$ cat src/rtl/pipeline_pkg.sv
// Shared definitions for the pipeline control slice.
//   state_t    : hazard-controller FSM states (RUN, DRAIN, HALTED)
//   REG_ADDR_W : default register-file address width
//   REG_ZERO   : hard-wired zero register, never a real hazard source
package pipeline_pkg;

  typedef enum logic [1:0] {
    RUN,
    DRAIN,
    HALTED
  } state_t;

  localparam int unsigned REG_ADDR_W = 5;
  localparam logic [REG_ADDR_W-1:0] REG_ZERO = '0;

endpackage

$ cat src/rtl/pipeline_hazard_ctrl_if.sv
// Bus between the pipeline datapath and the hazard controller.
//   Hazard inputs : ifid_rs, ifid_rt, idex_rd, idex_mem_read, ex_branch_taken,
//                   mem_busy, halt_req, resume
//   Control output: *_nen_write (1 = hold), ifid_flush, idex_flush, halted,
//                   stall_count
//   master : datapath side (drives hazard inputs)
//   slave  : controller side (drives control outputs)
interface pipeline_hazard_ctrl_if
  import pipeline_pkg::*;
#(
  parameter int unsigned reg_addr_w = REG_ADDR_W,
  parameter int unsigned cnt_w      = 16
);

  logic [reg_addr_w-1:0] ifid_rs;
  logic [reg_addr_w-1:0] ifid_rt;
  logic [reg_addr_w-1:0] idex_rd;
  logic                  idex_mem_read;
  logic                  ex_branch_taken;
  logic                  mem_busy;
  logic                  halt_req;
  logic                  resume;

  logic                  pc_nen_write;
  logic                  ifid_nen_write;
  logic                  idex_nen_write;
  logic                  exmem_nen_write;
  logic                  memwb_nen_write;
  logic                  ifid_flush;
  logic                  idex_flush;
  logic                  halted;
  logic [cnt_w-1:0]      stall_count;

  modport master (
    output ifid_rs, ifid_rt, idex_rd, idex_mem_read, ex_branch_taken,
           mem_busy, halt_req, resume,
    input  pc_nen_write, ifid_nen_write, idex_nen_write, exmem_nen_write,
           memwb_nen_write, ifid_flush, idex_flush, halted, stall_count
  );

  modport slave (
    input  ifid_rs, ifid_rt, idex_rd, idex_mem_read, ex_branch_taken,
           mem_busy, halt_req, resume,
    output pc_nen_write, ifid_nen_write, idex_nen_write, exmem_nen_write,
           memwb_nen_write, ifid_flush, idex_flush, halted, stall_count
  );

endinterface

$ cat src/rtl/hazard_detect.sv
// Combinational load-use hazard compare.
//   rs, rt   : source registers of the instruction in ID
//   rd       : destination of the instruction in EX
//   mem_read : EX instruction is a load
//   load_use : ID needs the load result that is not yet available
module hazard_detect
  import pipeline_pkg::*;
#(
  parameter int unsigned reg_addr_w = REG_ADDR_W
) (
  input  logic [reg_addr_w-1:0] rs,
  input  logic [reg_addr_w-1:0] rt,
  input  logic [reg_addr_w-1:0] rd,
  input  logic                  mem_read,
  output logic                  load_use
);

  assign load_use = mem_read && (rd != reg_addr_w'(REG_ZERO)) &&
                    ((rd == rs) || (rd == rt));

endmodule

$ cat src/rtl/pipeline_hazard_ctrl.sv
// Central stall/flush controller for the 5-stage pipeline.
//   clk   : rising-edge clock
//   reset : asynchronous, active-low
//   hz    : hazard inputs in, register write enables / flushes / halted /
//           saturating stall counter out (see pipeline_hazard_ctrl_if)
// Outputs are combinational so hazards are answered in the same cycle.
module pipeline_hazard_ctrl
  import pipeline_pkg::*;
#(
  parameter int unsigned reg_addr_w   = REG_ADDR_W,
  parameter int unsigned cnt_w        = 16,
  parameter int unsigned drain_cycles = 4
) (
  input logic                   clk,
  input logic                   reset,
  pipeline_hazard_ctrl_if.slave hz
);

  localparam int unsigned DCNT_W = $clog2(drain_cycles + 1);
  localparam logic [DCNT_W-1:0] DCNT_LAST = DCNT_W'(drain_cycles - 1);

  state_t            state, state_next;
  logic [DCNT_W-1:0] dcnt, dcnt_next;
  logic [cnt_w-1:0]  stall_q;
  logic              load_use;
  logic              stall_inc;

  logic pc_nen, ifid_nen, idex_nen, exmem_nen, memwb_nen;
  logic ifid_fl, idex_fl;

  hazard_detect #(
    .reg_addr_w(reg_addr_w)
  ) u_hazard_detect (
    .rs       (hz.ifid_rs),
    .rt       (hz.ifid_rt),
    .rd       (hz.idex_rd),
    .mem_read (hz.idex_mem_read),
    .load_use (load_use)
  );

  always_ff @(posedge clk or negedge reset) begin
    if (!reset) begin
      state <= RUN;
      dcnt  <= '0;
    end else begin
      state <= state_next;
      dcnt  <= dcnt_next;
    end
  end

  always_comb begin
    state_next = state;
    dcnt_next  = dcnt;
    pc_nen     = 1'b0;
    ifid_nen   = 1'b0;
    idex_nen   = 1'b0;
    exmem_nen  = 1'b0;
    memwb_nen  = 1'b0;
    ifid_fl    = 1'b0;
    idex_fl    = 1'b0;

    if (state == HALTED || hz.mem_busy) begin
      pc_nen    = 1'b1;
      ifid_nen  = 1'b1;
      idex_nen  = 1'b1;
      exmem_nen = 1'b1;
      memwb_nen = 1'b1;
    end else if (hz.ex_branch_taken) begin
      // PC stays writable even in DRAIN so the target is kept for resume.
      ifid_fl = 1'b1;
      idex_fl = 1'b1;
    end else begin
      if (load_use) begin
        pc_nen   = 1'b1;
        ifid_nen = 1'b1;
        idex_fl  = 1'b1;
      end
      // While draining, fetch is blocked on top of any load-use bubble.
      if (state == DRAIN) begin
        pc_nen  = 1'b1;
        ifid_fl = 1'b1;
      end
    end

    case (state)
      RUN: begin
        if (hz.halt_req && !hz.mem_busy) begin
          state_next = DRAIN;
          dcnt_next  = '0;
        end
      end
      DRAIN: begin
        if (!hz.mem_busy && !load_use) begin
          dcnt_next = dcnt + 1'b1;
          if (dcnt == DCNT_LAST) state_next = HALTED;
        end
      end
      HALTED: begin
        if (hz.resume) state_next = RUN;
      end
      default: state_next = RUN;
    endcase
  end

  assign stall_inc = (state != HALTED) &&
                     (hz.mem_busy || (load_use && !hz.ex_branch_taken));

  always_ff @(posedge clk or negedge reset) begin
    if (!reset) begin
      stall_q <= '0;
    end else if (stall_inc && (stall_q != '1)) begin
      stall_q <= stall_q + 1'b1;
    end
  end

  assign hz.pc_nen_write    = pc_nen;
  assign hz.ifid_nen_write  = ifid_nen;
  assign hz.idex_nen_write  = idex_nen;
  assign hz.exmem_nen_write = exmem_nen;
  assign hz.memwb_nen_write = memwb_nen;
  assign hz.ifid_flush      = ifid_fl;
  assign hz.idex_flush      = idex_fl;
  assign hz.halted          = (state == HALTED);
  assign hz.stall_count     = stall_q;

endmodule

$ cat src/flat_wrapper.sv
// flat-port wrapper written by rule: the top's interface ports become plain ports
module pipeline_hazard_ctrl_flat import pipeline_pkg::*;
#(
  parameter int unsigned reg_addr_w   = REG_ADDR_W,
  parameter int unsigned cnt_w        = 16,
  parameter int unsigned drain_cycles = 4
)
  (clk, reset, hz_ifid_rs, hz_ifid_rt, hz_idex_rd, hz_idex_mem_read, hz_ex_branch_taken, hz_mem_busy, hz_halt_req, hz_resume, hz_pc_nen_write, hz_ifid_nen_write, hz_idex_nen_write, hz_exmem_nen_write, hz_memwb_nen_write, hz_ifid_flush, hz_idex_flush, hz_halted, hz_stall_count);
  pipeline_hazard_ctrl_if #(.reg_addr_w(reg_addr_w), .cnt_w(cnt_w)) hz_i ();
  input logic clk;
  input logic reset;
  input wire logic [$bits(hz_i.ifid_rs)-1:0] hz_ifid_rs;
  input wire logic [$bits(hz_i.ifid_rt)-1:0] hz_ifid_rt;
  input wire logic [$bits(hz_i.idex_rd)-1:0] hz_idex_rd;
  input wire logic [$bits(hz_i.idex_mem_read)-1:0] hz_idex_mem_read;
  input wire logic [$bits(hz_i.ex_branch_taken)-1:0] hz_ex_branch_taken;
  input wire logic [$bits(hz_i.mem_busy)-1:0] hz_mem_busy;
  input wire logic [$bits(hz_i.halt_req)-1:0] hz_halt_req;
  input wire logic [$bits(hz_i.resume)-1:0] hz_resume;
  output wire logic [$bits(hz_i.pc_nen_write)-1:0] hz_pc_nen_write;
  output wire logic [$bits(hz_i.ifid_nen_write)-1:0] hz_ifid_nen_write;
  output wire logic [$bits(hz_i.idex_nen_write)-1:0] hz_idex_nen_write;
  output wire logic [$bits(hz_i.exmem_nen_write)-1:0] hz_exmem_nen_write;
  output wire logic [$bits(hz_i.memwb_nen_write)-1:0] hz_memwb_nen_write;
  output wire logic [$bits(hz_i.ifid_flush)-1:0] hz_ifid_flush;
  output wire logic [$bits(hz_i.idex_flush)-1:0] hz_idex_flush;
  output wire logic [$bits(hz_i.halted)-1:0] hz_halted;
  output wire logic [$bits(hz_i.stall_count)-1:0] hz_stall_count;
  assign hz_i.ifid_rs = hz_ifid_rs;
  assign hz_i.ifid_rt = hz_ifid_rt;
  assign hz_i.idex_rd = hz_idex_rd;
  assign hz_i.idex_mem_read = hz_idex_mem_read;
  assign hz_i.ex_branch_taken = hz_ex_branch_taken;
  assign hz_i.mem_busy = hz_mem_busy;
  assign hz_i.halt_req = hz_halt_req;
  assign hz_i.resume = hz_resume;
  assign hz_pc_nen_write = hz_i.pc_nen_write;
  assign hz_ifid_nen_write = hz_i.ifid_nen_write;
  assign hz_idex_nen_write = hz_i.idex_nen_write;
  assign hz_exmem_nen_write = hz_i.exmem_nen_write;
  assign hz_memwb_nen_write = hz_i.memwb_nen_write;
  assign hz_ifid_flush = hz_i.ifid_flush;
  assign hz_idex_flush = hz_i.idex_flush;
  assign hz_halted = hz_i.halted;
  assign hz_stall_count = hz_i.stall_count;
  pipeline_hazard_ctrl #(.reg_addr_w(reg_addr_w), .cnt_w(cnt_w), .drain_cycles(drain_cycles)) u_core (.clk(clk), .reset(reset), .hz(hz_i));
endmodule
$ cat config.mk
export PLATFORM = sky130hd
export DESIGN_NAME = pipeline_hazard_ctrl_flat
export DESIGN_NICKNAME = d
export VERILOG_FILES = /design/src/rtl/pipeline_pkg.sv /design/src/rtl/pipeline_hazard_ctrl_if.sv /design/src/rtl/hazard_detect.sv /design/src/rtl/pipeline_hazard_ctrl.sv /design/src/flat_wrapper.sv
export SDC_FILE = /design/constraint.sdc
export NUM_CORES = 1
export LEC_CHECK = 0
export ABC_AREA = 1
export CORE_UTILIZATION = 43
export DETAILED_ROUTE_END_ITERATION = 12
export GPL_ROUTABILITY_DRIVEN = 0
export PLACE_DENSITY = 0.74
export RECOVER_POWER = 100
export SYNTH_ARGS = -nofsm -noshare
export SYNTH_HDL_FRONTEND = slang
export SYNTH_SLANG_ARGS = --single-unit
$ cat constraint.sdc
create_clock -name clk -period 1.5 [get_ports clk]
set_clock_uncertainty 0.15 [all_clocks]
set_input_delay 0.3 -clock clk [delete_from_list [all_inputs] [get_ports clk]]
set_output_delay 0.3 -clock clk [all_outputs]
set_load 0.03 [all_outputs]
After elaboration in Yosys (flattened, before gate mapping) --
Index checks and enable logic that the tools add are counted.
Storage, ports and cells: input bits 22, output and inout bits 24, register bits after elaboration 21
Cells by class: add/subtract/negate cells 2, reduce and logical (&&, ||, !) cells 18, equality and inequality tests 11, mux-type cells 20
Operators with widths (count):
- 16-bit by 1-bit adder with 16-bit output, second input constant | 1
- 16-bit inequality test, second input constant | 1
- 1-bit 2-to-1 mux | 12
- 5-bit == test | 2
- 2-bit 2-to-1 mux | 4
- 2-bit inequality test, second input constant | 4
- 1-bit logical AND | 7
- 3-bit 2-to-1 mux | 2
- 2-bit case mux with 3 select lines | 1
- 3-bit case mux with 2 select lines | 1
- 5-bit nonzero test | 1
- 4-bit AND reduction | 1
- 3-bit by 1-bit adder with 3-bit output, second input constant | 1
- 3-bit by 2-bit == test with 1-bit output, second input constant | 1
- 1-bit logical NOT | 3
- 1-bit logical OR | 3
- 3-bit AND reduction | 1
- 2-bit by 1-bit == test with 1-bit output, second input constant | 1
- 2-bit == test, second input constant | 1
- 2-bit logical NOT | 1
- 2-bit by 1-bit inequality test with 1-bit output, second input constant | 1
- 2-bit nonzero test | 1

Longest topological paths before layout --
word-level depth 7, depth in mapped cells 12

Hierarchy --
A second synthesis with hierarchy kept.
Second synthesis, totals: cell total of the unflattened synthesis 249, area, all modules 1567.8 sq um
By module, submodules not included:
- pipeline_hazard_ctrl | cells an instance 204, instances 1, sequential area each 525.5 sq um, area an instance 1372.6 sq um
- hazard_detect | cells an instance 45, instances 1, sequential area each 0.0 sq um, area an instance 195.2 sq um

Worst setup path before layout --
OpenSTA, ideal clock, no wires.
path type register -> output, from register u_core.state[0], to output port hz_pc_nen_write, path slack -0.642 ns, data arrival time 1.692 ns, stages on the path, launching flop included 5, cells stage by stage dfrtp_1 -> nor2_1 -> inv_2 -> nand3_1 -> o21bai_1
On the way: elaborated cells between the ends (all ways) 6, those cells by class 2 x eq/ne; 3 x mux; 1 x reduce/logical
RTL lines:
- start, declared | RTL line pipeline_hazard_ctrl.sv:22 | state_t state, state_next;
- start signal, assigned | RTL line pipeline_hazard_ctrl.sv:46 | state <= state_next;
- 2-bit == test
- named net hz_halted | RTL line flat_wrapper.sv:27 | output wire logic [$bits(hz_i.halted)-1:0] hz_halted;
- 1-bit logical OR | RTL line pipeline_hazard_ctrl.sv:62 | if (state == HALTED || hz.mem_busy) begin
- 1-bit 2-to-1 mux | RTL line pipeline_hazard_ctrl.sv:62
- end, declared | RTL line flat_wrapper.sv:20 | output wire logic [$bits(hz_i.pc_nen_write)-1:0] hz_pc_nen_write;
The timed path passes the listed nets, and every way through them passes these cells.

Final worst setup path --
from register u_core.state[1], to output port hz_pc_nen_write
On the way: word-level cells in the longest chain between the ends 4, elaborated cells between the ends (all ways) 6, those cells by class 2 x eq/ne; 3 x mux; 1 x reduce/logical
RTL lines:
- 2-bit by 1-bit == test with 1-bit output | RTL line pipeline_hazard_ctrl.sv:79 | if (state == DRAIN) begin
- 1-bit 2-to-1 mux | RTL line pipeline_hazard_ctrl.sv:79
- 1-bit 2-to-1 mux | RTL line pipeline_hazard_ctrl.sv:68 | end else if (hz.ex_branch_taken) begin
- 1-bit 2-to-1 mux * | RTL line pipeline_hazard_ctrl.sv:62
Every way passes the cells marked *; elsewhere a longest branch is shown, timed or not.

==> results.yml <==
outcome:
  status: "complete, but fails checks"
  failed_checks: "negative setup slack"
setup_path:
  cp_slowest_cell: "dfrtp_1"
  cp-start-kind: "flop"
  worstPathArrival_ps: 1300
  r2r_start: "u_core.hz.stall_count[0]"
  crit_chain: "inv_2, nor2_4, inv_2, nand3_4, o21bai_4, buf_6"
  critical_path.max_stage_delay_ps: 410
  crit_top_cell: "inv_2"
  cp_data_required_time_ps: 1050
  ff2ff_setup_slack_ps: -60
  crit_type: "flop to output port"
  crit_start: "u_core.state[1]"
  endpoint: "hz_pc_nen_write"
  regToRegEndpoint: "u_core.hz.stall_count[10]"
  cp-end-kind: "output port"
  cp_max_fo: 3
  cp.depth: 6
  crit_buf_inv: 3
  cp_top_family: "flip-flops"
  r2r_cells: 8
timing:
  fmax_mhz: 571
  period_needed_ps: 1750
  worst_slack_ps: -252
  worstMarginPinSlew_ps: 518
  hold_viol_final: 0
  fin_tns_setup_ps: -1680
  slew_violations: 0
  rsz0062_at_grt: "true"
  setup_viol: 20
  relSlewSlack_pct: 65.5
  min_period_over_period_pct: 117
die:
  die_w_microns: 63.1
  start_util_pct: 46.3
  coreArea_sq_mm: 0.00347
  fp-row-count: 21
  die_area_sq_mm: 0.00398
  die_h_microns: 63.1
  ioPinCount: 46
yosys:
  synth_most_common_cell: "nand2_1"
  synthSimpleGateAreaFrac_pct: 46.5
  synth_cell_types: 29
  synth.area.mux_share_pct: 0
  ys_warn_count: 0
  yosysTopAreaCell: "dfrtp_1"
  synth-seq-area-share_pct: 32.7
  syn_area_sq_mm: 0.00161
  synth_area_leaders: "dfrtp_1, nand2_1, nand4_1"
  synth_compound_area_share_pct: 1.87
  async_reset_ff_share_pct: 100
  syn-num-nets: 254
  synth_edf_count: 0
  synthXorXnorAreaFrac_pct: 4.91
  avgSynthCellArea_sq_um: 7.01
  synth_top_family_by_area: "simple AND/OR/NAND/NOR gates"
  yosys_register_bits: 21
  synth_cells: 229
  synth_flop_cell: "dfrtp_1"
  synthAdderAreaFrac_pct: 2.34
  synth_commonest_cells: "nand2_1, inv_1, dfrtp_1"
  synth_top_area_share_pct: 32.7
clocking:
  ctsHoldBuffers: 0
  cts_made_buffers: 3
  cts_buffer_depth: 2
  clk_latency_ps: 260
  cts_root_buffer: "clkbuf_8"
  cts_sinks: 21
  clk_pin_slew_ps: 70
  tritoncts: "done"
  h-tree-depth: 1
power:
  power_density_mw_per_mm2: 1070
  irDropWorstVdd_mv: 0.777
  cellLeakagePower_uw: 0.00134
place:
  hpwl_microns: 2910
  port_buffers: 45
  place_ws_ps: -707
  place_inst: 348
routing:
  wl_per_cell_microns: 11.6
  drtIter0Drc: 71
  viasPerCell: 4.96
  final_antenna_net_count: 0
  first_pass_iters: 6
  drc: 0
  wl_microns: 4170
  vias: 1780
layout:
  diodes: 0
  area_growth_pct: 62.3
  drive_gt1_share_pct: 48.9
  layout.nets: 339
  register_area_sq_um: 537
  multi_input_area_sq_mm: 0.00114
  instances_no_fill: 359
  fill_cells: 291
global_route:
  grt_use_total_pct: 22.3
  grt-ovfl-total: 0
  antenna_found_initial: 0
  grt_first_pass_wirelength_microns: 7140
  grt_pass1_vias: 1680
  grt_max_degree: 27
flow_run:
  drv_cap: 0
min_path:
  min_path_type: "flop to flop"
==> cell families after synthesis <==
logic type	count (synthesis)
and+or+nand+nor	152
buffers and inverters	39
DFF	21
xor gates and xnor gates	9
AOI/OAI and AO/OA	5
adders and majority gates	3
==> stage by stage <==
step	cell area [sq um]	utilization, %	power [uW]	hold WS [ps]
after floorplan	1720	-	1730	-146
after global placement	2360	68.2	2230	345
after detailed placement	2360	68.2	2260	345
after CTS	2510	72.5	2740	242
after global routing	2610	75.1	3000	392
final	2610	75.1	2790	365
==> registers in the layout, indices dropped and copies added, names as in the netlist <==
signal / cells
u_core.hz.stall_count: 16
u_core.dcnt: 3
u_core.state: 2
==> area by class of cell <==
class / instances / share of cell area, %
Multi-Input combinational cell: 170 / 43.7
Timing Repair Buffer: 86 / 27.1
Sequential cell: 21 / 20.6
Inverter: 32 / 4.66
Tap cell: 46 / 2.21
Clock buffer: 4 / 1.73
==> tightest hold or removal path, cell delays in order (launching register included) <==
cell,delay (ps)
dfrtp_1,350
nand3_1,70
nand2_1,70
==> how the worst min path moves through the flow <==
stage | start | end | slack (ps) | cells after the start
after global routing | u_core.dcnt[2] | u_core.dcnt[2] | 390 | 2
after global placement | u_core.dcnt[2] | u_core.dcnt[2] | 340 | 2
after CTS | reset | u_core.hz.stall_count[5] | 240 | 2
after floorplan | reset | u_core.dcnt[0] | -150 | 0
final | u_core.dcnt[2] | u_core.dcnt[2] | 360 | 2
after detailed placement | u_core.dcnt[2] | u_core.dcnt[2] | 340 | 2
==> cell usage in the layout, fill, tap and decap left out, types with 2 or more instances in the layout <==
cell             Yosys  layout
nand2_1             82      62
buf_4                2      38
inv_1               25      19
nand2_2              1      18
nand4_1             18      18
buf_6                2      17
nand3_1             19      15
inv_2                6      12
dfrtp_1             21      12
nor2_1              18       9
clkbuf_2             0       9
dfrtp_2              0       9
buf_2                2       8
nor2_4               1       7
nor2_2               3       6
xor2_1               5       5
nand3_4              2       4
xnor2_1              4       3
nand3_2              0       3
nand3b_1             3       3
clkbuf_8             0       3
dlygate4sd2_1        0       3
nand2_8              1       2
a21oi_4              0       2
nand2_4              0       2
ha_1                 3       2
clkbuf_1             0       2
clkdlybuf4s15_1      0       2
clkdlybuf4s50_1      0       2
buf_8                0       2
clkbuf_4             0       2
==> layer usage <==
| metal | wire length, microns | vias to the layer above | GRT usage [%] |
|---|---|---|---|
| met2 | 2050 | 46 | 38.8 |
| met3 | 205 | 4 | 4.35 |
| li1 | - | 900 | - |
| met5 | 0 | - | 0 |
| met4 | 25 | 0 | 4.36 |
| met1 | 1890 | 830 | 28.4 |
==> what timing repair did <==
| action | in CTS | in global routing |
|---|---|---|
| resized for setup | 95 | 34 |
| setup buffers | 5 | 1 |
| gates cloned | 1 | 0 |
| endpoints found under the setup margin | 28 | 28 |
| pin swaps | 33 | 27 |
==> where the power goes <==
part / internal, uW / switching [uW]
clock network: 189 / 178
registers: 700 / 128
logic: 720 / 879
total: 1610 / 1180
(Power assumes the default switching activity.)
